--- config.mk ---
export PLATFORM = sky130hd
export DESIGN_NAME = ram_ctrl
export DESIGN_NICKNAME = d
export VERILOG_FILES = /design/src/rtl/processinho_pkg.sv /design/src/rtl/rr_arb2.sv /design/src/rtl/ram_ctrl.sv
export SDC_FILE = /design/constraint.sdc
export NUM_CORES = 1
export LEC_CHECK = 0
export ABC_AREA = 1
export CAP_MARGIN = 20
export CELL_PAD_IN_SITES_DETAIL_PLACEMENT = 0
export CELL_PAD_IN_SITES_GLOBAL_PLACEMENT = 1
export CORE_ASPECT_RATIO = 0.7
export CORE_UTILIZATION = 24
export CTS_BUF_LIST = sky130_fd_sc_hd__clkbuf_4 sky130_fd_sc_hd__clkbuf_8 sky130_fd_sc_hd__clkbuf_16
export CTS_CLUSTER_SIZE = 40
export DETAILED_ROUTE_END_ITERATION = 10
export GPL_ROUTABILITY_DRIVEN = 0
export GPL_TIMING_DRIVEN = 0
export PLACE_DENSITY = 0.84
export SLEW_MARGIN = 10
export SYNTH_ARGS = -nofsm -noshare
export SYNTH_HDL_FRONTEND = slang
export SYNTH_SLANG_ARGS = --single-unit
--- constraint.sdc ---
create_clock -name clock -period 1.17 [get_ports clock]
set_input_delay 0.234 -clock clock [delete_from_list [all_inputs] [get_ports clock]]
set_output_delay 0.234 -clock clock [all_outputs]
set_load 0.01 [all_outputs]
--- src/rtl/processinho_pkg.sv ---
// ============================================================================
// processinho_pkg : shared types and constants for the RAM access controller
// Revision: 1.0
// ============================================================================
`default_nettype none

package processinho_pkg;

    typedef enum logic [1:0] {
        IDLE    = 2'd0,
        ACCESS  = 2'd1,
        RD_WAIT = 2'd2,
        DONE    = 2'd3
    } state_t;

    localparam logic REQ_CPU = 1'b0;
    localparam logic REQ_LDR = 1'b1;

    localparam int c_addr_w = 4;
    localparam int c_data_w = 8;

endpackage

`default_nettype wire

--- src/rtl/rr_arb2.sv ---
// ============================================================================
// rr_arb2 : two-requester grant logic, fixed-priority or round-robin
// Revision: 1.0
// ============================================================================
`default_nettype none

module rr_arb2
    import processinho_pkg::*;
#(
    parameter bit RR_EN = 1'b0
) (
    input  logic i_req_cpu,
    input  logic i_req_ldr,
    input  logic i_owner,
    output logic o_valid,
    output logic o_grant
);

    always_comb begin
        o_valid = i_req_cpu | i_req_ldr;
        o_grant = i_req_ldr ? REQ_LDR : REQ_CPU;
        // On a tie in round-robin mode the requester that did not go last wins
        if (RR_EN && i_req_cpu && i_req_ldr) begin
            o_grant = ~i_owner;
        end
    end

endmodule

`default_nettype wire

--- src/rtl/ram_ctrl.sv ---
// ============================================================================
// ram_ctrl : shares the single-port data RAM between CPU and loader.
// Define RAM_CTRL_RR_EN for round-robin arbitration (default: loader priority).
// Revision: 1.0
// ============================================================================
`default_nettype none

module ram_ctrl
    import processinho_pkg::*;
#(
    parameter int ADDR_W = c_addr_w,
    parameter int DATA_W = c_data_w
) (
    input  logic              clock,
    input  logic              reset,
    input  logic              cpu_req,
    input  logic              cpu_we,
    input  logic [ADDR_W-1:0] cpu_addr,
    input  logic [DATA_W-1:0] cpu_wdata,
    output logic              cpu_ack,
    output logic [DATA_W-1:0] cpu_rdata,
    input  logic              ldr_req,
    input  logic              ldr_we,
    input  logic [ADDR_W-1:0] ldr_addr,
    input  logic [DATA_W-1:0] ldr_wdata,
    output logic              ldr_ack,
    output logic [DATA_W-1:0] ldr_rdata,
    output logic              ram_en,
    output logic              ram_we,
    output logic [ADDR_W-1:0] ram_addr,
    output logic [DATA_W-1:0] ram_wdata,
    input  logic [DATA_W-1:0] ram_rdata,
    output logic              busy,
    output logic              owner
);

`ifdef RAM_CTRL_RR_EN
    localparam bit c_rr_en = 1'b1;
`else
    localparam bit c_rr_en = 1'b0;
`endif

    state_t            r_state;
    state_t            w_next_state;
    logic              r_we;
    logic [ADDR_W-1:0] r_addr;
    logic [DATA_W-1:0] r_wdata;
    logic              r_owner;
    logic [DATA_W-1:0] r_cpu_rdata;
    logic [DATA_W-1:0] r_ldr_rdata;
    logic              w_valid;
    logic              w_grant;

    rr_arb2 #(
        .RR_EN (c_rr_en)
    ) u_arb (
        .i_req_cpu (cpu_req),
        .i_req_ldr (ldr_req),
        .i_owner   (r_owner),
        .o_valid   (w_valid),
        .o_grant   (w_grant)
    );

    always_ff @(posedge clock) begin
        if (reset) begin
            r_state     <= IDLE;
            r_we        <= 1'b0;
            r_addr      <= '0;
            r_wdata     <= '0;
            r_owner     <= REQ_LDR;
            r_cpu_rdata <= '0;
            r_ldr_rdata <= '0;
        end else begin
            r_state <= w_next_state;
            // Request fields are frozen at grant so the requester may change them afterwards
            if (r_state == IDLE && w_valid) begin
                r_owner <= w_grant;
                r_we    <= (w_grant == REQ_LDR) ? ldr_we    : cpu_we;
                r_addr  <= (w_grant == REQ_LDR) ? ldr_addr  : cpu_addr;
                r_wdata <= (w_grant == REQ_LDR) ? ldr_wdata : cpu_wdata;
            end
            if (r_state == RD_WAIT) begin
                if (r_owner == REQ_LDR) begin
                    r_ldr_rdata <= ram_rdata;
                end else begin
                    r_cpu_rdata <= ram_rdata;
                end
            end
        end
    end

    always_comb begin
        w_next_state = r_state;
        ram_en       = 1'b0;
        ram_we       = 1'b0;
        cpu_ack      = 1'b0;
        ldr_ack      = 1'b0;
        case (r_state)
            IDLE:    if (w_valid) w_next_state = ACCESS;
            ACCESS: begin
                // Gating with reset suppresses a write caught mid-transaction
                ram_en       = ~reset;
                ram_we       = ~reset & r_we;
                w_next_state = r_we ? DONE : RD_WAIT;
            end
            RD_WAIT: w_next_state = DONE;
            DONE: begin
                cpu_ack      = ~reset & (r_owner == REQ_CPU);
                ldr_ack      = ~reset & (r_owner == REQ_LDR);
                w_next_state = IDLE;
            end
            default: w_next_state = IDLE;
        endcase
    end

    assign ram_addr  = r_addr;
    assign ram_wdata = r_wdata;
    assign cpu_rdata = r_cpu_rdata;
    assign ldr_rdata = r_ldr_rdata;
    assign busy      = (r_state != IDLE);
    assign owner     = r_owner;

endmodule

`default_nettype wire

==> results.py, run 1 <==
metrics = {
    "die": {
        "start_util": 0.254,
        "chipHeight_um": 67.6,
        "pin_count": 72,
        "row_count": 23,
        "die_x_um": 95.7,
        "core_um2": 5810,
        "dieArea_um2": 6470,
    },
    "sta": {
        "tightest_slew_ps": 506,
        "finalSetupViolations": 37,
        "fin_ws_ps": -231,
        "slew_headroom": 0.663,
        "hold_violations": 0,
        "min_period_over_period": 1.20,
        "rsz0062_at_grt": "yes",
        "fin_skew_ps": 4.97,
        "timing.final.crit_period_ps": 1400,
        "slew_viol_final": 0,
        "fmax_ghz": 0.714,
    },
    "logic_synthesis": {
        "yosysMostFrequentCell": "nor2_1",
        "synth_commonest_cells": "50 x nor2_1, 32 x dfxtp_1, 23 x o21ai_0",
        "avgSynthCellArea_um2": 7.35,
        "netlist.area_leader.share": 0.434,
        "synth_seq_area_share": 0.434,
        "ys_async_sr_fraction": 0,
        "synthCells": 201,
        "ys.flop_type": "dfxtp_1",
        "yosys-top-cells-area": "dfxtp_1 43%, nor2_1 13%, o21ai_0 7.8%, o21ai_1 7.1%, nand2_1 5.6%",
        "synth_fp_nets": 243,
        "synthDistinctLibCells": 21,
        "synth_seq_cells": 32,
        "synthesis.area_um2": 1480,
        "yosys.area.top_type": "dfxtp_1",
        "ys_warn_count": 0,
        "synth_edf_count": 0,
    },
    "cts": {
        "cts_root_buf": "clkbuf_8",
        "cts.sinks": 32,
        "clk_latency_ps": 280,
        "htree_levels": 2,
        "clock_path_buffers": 2,
        "cts-buffers-inserted": 5,
        "clk_pin_slew_ps": 70,
        "cts_tree": "yes",
    },
    "layout": {
        "fin_util": 0.421,
        "fin_area_um2": 2450,
        "fill_cells": 609,
        "area_delta_synth_final_pct": 65.8,
        "diodes": 0,
        "nets": 324,
        "drive_gt1_frac": 0.230,
    },
    "critical_path": {
        "crit_type": "flip-flop to primary output",
        "crit_required_ps": 940,
        "r2r.worst_path.cells": 8,
        "critPathMaxFanout": 5,
        "cp.arrival_ps": 1170,
        "critPathLaunchType": "flip-flop",
        "cp-end-kind": "primary output",
    },
    "run_status": {
        "status": "finished with violations",
        "violations": "setup timing",
    },
    "grt": {
        "overflow": 0,
        "track_usage": 0.130,
        "grt_max_degree": 14,
        "antenna_found_initial": 0,
        "grt_first_pass_wirelength_um": 6310,
        "grt_pass1_vias": 1375,
    },
    "drt": {
        "drt_iter0_markers": 41,
        "wirelength_um": 4110,
        "wl_met2_um": 1830,
        "wl_per_cell_um": 11.5,
        "routed_via_density": 4.17,
        "vias": 1492,
        "ant_nets": 0,
        "drc_errors": 0,
        "first_pass_iters": 4,
        "top_layer_used": "met4",
        "wl_met3_um": 234,
        "met1_length_um": 2020,
    },
    "power": {
        "peakVddDrop_v": 0.000602,
        "p_leak_nw": 1.13,
        "p_per_area_nw_per_um2": 1970,
    },
    "run": {
        "drv_cap": 0,
    },
    "placement": {
        "io_buffer_count": 70,
        "dp.final_hpwl_um": 3050,
        "placed_area_um2": 2280,
    },
    "min_path": {
        "holdCritPathClass": "input port to flip-flop",
        "min_path_cells": 4,
    },
}
-- power breakdown --
part           switching [mW]  internal, mW
clock network           0.412         0.469
logic                    1.21          1.06
registers               0.235          1.44
total                    1.86          2.97
-- critical path, cell delays in order, from the launching register on --
cell and delay (ps):
dfxtp_4 400, buf_6 120, inv_4 30, ha_4 160
inv_6 70, buf_6 100
-- timing repair --
| action | 4_1_cts | 5_1_grt |
|---|---|---|
| setup endpoints to repair | 61 | 42 |
| setup buffers | 3 | 1 |
| gates resized for setup | 71 | 38 |
| pin swaps | 3 | 4 |
| hold buffers | 0 | 0 |
| gates cloned | 0 | 1 |
-- final cells by class --
type                            instances  area (um2)  share of cell area
Tap cell                               75        93.8              0.0383
Inverter                               23         109              0.0445
Multi-Input combinational cell        139         763               0.312
Clock buffer                            6        82.6              0.0337
Clock inverter                          2        10.0             0.00409
Buffer                                  7        55.1              0.0225
Sequential cell                        32         652               0.266
Timing Repair Buffer                   74         682               0.279
-- metrics by stage --
| step | hold slack, ps | cells | total power [mW] | setup TNS [ps] | setup slack (ps) |
|---|---|---|---|---|---|
| after detailed placement | 472 | 346 | 3.85 | -12020 | -896 |
| after floorplan | 303 | 201 | 2.86 | -120 | -11.5 |
| final | 316 | 358 | 4.83 | -3780 | -231 |
| after global routing | 333 | 358 | 5.19 | -6280 | -279 |
| after CTS | 307 | 356 | 4.61 | -953 | -227 |
| after global placement | 464 | 346 | 3.83 | -11710 | -890 |
-- flip-flops by register name, indices dropped and copies added (netlist names) --
register,count
ldr_rdata,8
owner,1
cpu_rdata,8
r_we,1
ram_wdata,8
ram_addr,4
r_state,2
-- routing by layer --
layer  track usage  up-vias
met5             0        -
li1              -      797
met2         0.199       34
met3        0.0484        2
met4        0.0448        0
met1         0.167      659
-- worst paths after layout --
check	startpoint	endpoint	slack, ps
setup / recovery	r_state[0]	busy	-230
hold / removal	ldr_req	r_state[1]	320
setup reg to reg	r_state[0]	ram_wdata[4]	-130
hold reg to reg	ldr_rdata[3]	ldr_rdata[3]	480
-- cell families after synthesis --
family / share of synthesized area
flip-flops: 0.434
AO/OA/AOI/OAI: 0.159
buffers and inverters: 0.110
AND/OR/NAND/NOR: 0.263
adder cells (fa/ha/maj): 0.0339
-- placed cells by master (no fill, tap or decap), types with 2 or more instances in the layout --
| cell | count |
|---|---|
| inv_2 | 4 |
| dfxtp_1 | 29 |
| nor2_2 | 11 |
| nand2_2 | 2 |
| clkbuf_2 | 3 |
| clkdlybuf4s15_1 | 6 |
| inv_4 | 4 |
| nor2_1 | 49 |
| o21ai_1 | 25 |
| clkdlybuf4s50_1 | 35 |
| dlygate4sd2_1 | 22 |
| nor2_8 | 2 |
| buf_2 | 5 |
| buf_4 | 4 |
| clkinv_2 | 2 |
| nand2_1 | 19 |
| a21oi_1 | 3 |
| dfxtp_4 | 3 |
| o21ai_2 | 5 |
| clkbuf_8 | 6 |
| inv_1 | 13 |
| ha_4 | 3 |
| buf_6 | 4 |
| o21ai_0 | 14 |
| nand2_4 | 2 |
(Power assumes the default switching activity.)
==> run 2, diff against run 1 <==
PLACE_DENSITY = 0.85   (was 0.84)
==> run 2 against run 1 <==
Against the previous run: non-clock buffer count is 4 higher; worst hold slack worse by 69 ps; largest power group unchanged; global-route usage is 1.0 points higher; total power is 6.2% higher; the flow still finishes with violations (setup timing); count of clock-buffer cells in the layout stayed put; via count is 1.5% higher; cell area is 3.9% higher; critical path depth is 1 lower; clock skew is 2.4 ps lower; clock power hardly changed; routed wire length is 1.5% higher.
==> results.py, run 2 (synthesized netlist as in run 1, its figures left out) <==
metrics = {
    "run_status": {
        "status": "finished with violations",
        "violations": "setup timing",
    },
    "die": {
        "dieArea_um2": 6470,
        "row_count": 23,
        "pin_count": 72,
        "chipHeight_um": 67.6,
        "core_um2": 5810,
        "start_util": 0.254,
        "die_x_um": 95.7,
    },
    "cts": {
        "clk_pin_slew_ps": 70,
        "cts_tree": "yes",
        "clk_latency_ps": 280,
        "cts.sinks": 32,
        "ctsHoldBuffers": 0,
        "htree_levels": 2,
        "cts-buffers-inserted": 5,
        "cts_root_buf": "clkbuf_8",
        "clock_path_buffers": 2,
    },
    "placement": {
        "io_buffer_count": 70,
        "dp.final_hpwl_um": 3000,
    },
    "drt": {
        "routed_via_density": 4.19,
        "wirelength_um": 4170,
        "drt_iter0_markers": 34,
        "drc_errors": 0,
        "vias": 1514,
        "ant_nets": 0,
        "first_pass_iters": 4,
        "wl_per_cell_um": 11.5,
    },
    "grt": {
        "grt_max_degree": 14,
        "overflow": 0,
        "antenna_found_initial": 0,
        "grt_first_pass_wirelength_um": 6830,
        "grt_pass1_vias": 1474,
        "track_usage": 0.140,
    },
    "sta": {
        "timing.final.crit_period_ps": 1400,
        "fin_ws_ps": -226,
        "hold_violations": 0,
        "fin_skew_ps": 2.58,
        "rsz0062_at_grt": "yes",
        "tightest_slew_ps": 352,
        "hold_ws_ps": 246,
        "min_period_over_period": 1.19,
        "slew_viol_final": 0,
        "slew_headroom": 0.765,
        "finalSetupViolations": 36,
        "fmax_ghz": 0.716,
    },
    "power": {
        "p_per_area_nw_per_um2": 2020,
        "switching_power_mw": 1.98,
        "p_leak_nw": 1.15,
        "internal_power_mw": 3.15,
        "switching_share": 0.386,
        "peakVddDrop_v": 0.000708,
        "power.total_mw": 5.13,
        "p_clk_frac": 0.172,
        "p_seq_frac": 0.331,
        "combinationalPowerShare": 0.497,
    },
    "critical_path": {
        "critical_path.cell_chain": "ha_4, inv_2, nor3_2, buf_2",
        "worstReg2RegStart": "r_state[0]",
        "cp.arrival_ps": 1160,
        "critPathLaunchType": "flip-flop",
        "cp-end-kind": "primary output",
        "crit_required_ps": 940,
        "crit_start": "r_state[0]",
        "critPathMaxStageDelay_ps": 390,
        "cpMaxStageDelayCell": "dfxtp_4",
        "crit_type": "flip-flop to primary output",
        "critPathMaxFanout": 4,
    },
    "run": {
        "drv_cap": 0,
    },
    "min_path": {
        "min-delay-start": "reset",
        "holdCritPathClass": "input port to flip-flop",
    },
    "layout": {
        "final_cell_mix": "42 x nor2_1, 35 x clkdlybuf4s50_1, 29 x o21ai_1, 29 x dfxtp_1, 20 x dlygate4sd2_1",
        "area_delta_synth_final_pct": 72.2,
        "nets": 327,
        "drive_gt1_frac": 0.276,
        "diodes": 0,
        "mostFrequentLayoutCell": "nor2_1",
    },
}
run 2: layout make-up:
| type | instances | area (um2) |
|---|---|---|
| fill | 617 | 3270 |
| multi-input combinational | 138 | 811 |
| timing repair buffer | 78 | 722 |
| sequential | 32 | 652 |
| inverter | 23 | 116 |
| tap | 75 | 93.8 |
| clock buffer | 6 | 82.6 |
| buffer | 7 | 55.1 |
| clock inverter | 2 | 10.0 |
run 2: metal layers:
layer / vias up / track usage / share of wire
met5: - / 0 / 0
met4: 0 / 0.0448 / 0.010
met3: 8 / 0.0428 / 0.062
met2: 44 / 0.215 / 0.44
met1: 661 / 0.187 / 0.49
li1: 801 / - / -
run 2: through the flow:
stage / cell area, um2 / setup TNS, ps / instances / utilization / setup WS [ps]
finish: 2540 / -3170 / 361 / 0.437 / -226
global route: 2540 / -5500 / 361 / 0.437 / -282
CTS: 2400 / -918 / 358 / 0.413 / -225
detailed placement: 2280 / -11580 / 346 / 0.393 / -898
global placement: 2280 / -11470 / 346 / 0.393 / -897
floorplan: 1490 / -120 / 201 / - / -11.5
run 2: final timing paths:
| path | to | slack (ps) | cells after the start |
|---|---|---|---|
| hold reg to reg | cpu_rdata[7] | 480 | 2 |
| setup / recovery | cpu_ack | -230 | 4 |
| setup reg to reg | ram_addr[3] | -110 | 8 |
| hold / removal | r_state[0] | 250 | 2 |
run 2: timing repair:
item                       CTS  global route
pin swaps                    2             9
setup buffers                5             2
setup endpoints to repair   61            41
cloned                       0             1
gates resized for setup     76            57
run 2: power groups by stage:
stage / combinational (mW) / clock, mW / sequential [mW]
floorplan: 1.12 / 0 / 1.75
finish: 2.55 / 0.882 / 1.70
detailed placement: 2.22 / 0 / 1.64
CTS: 2.20 / 0.907 / 1.64
global route: 2.79 / 0.959 / 1.75
global placement: 2.20 / 0 / 1.63
run 2: worst max-delay path, delay by kind of cell, from the launching register on:
family | cells | cell delay [ps]
adder cells (fa/ha/maj) | 1 | 130
flip-flops | 1 | 390
AND/OR/NAND/NOR | 1 | 160
buffers and inverters | 2 | 200
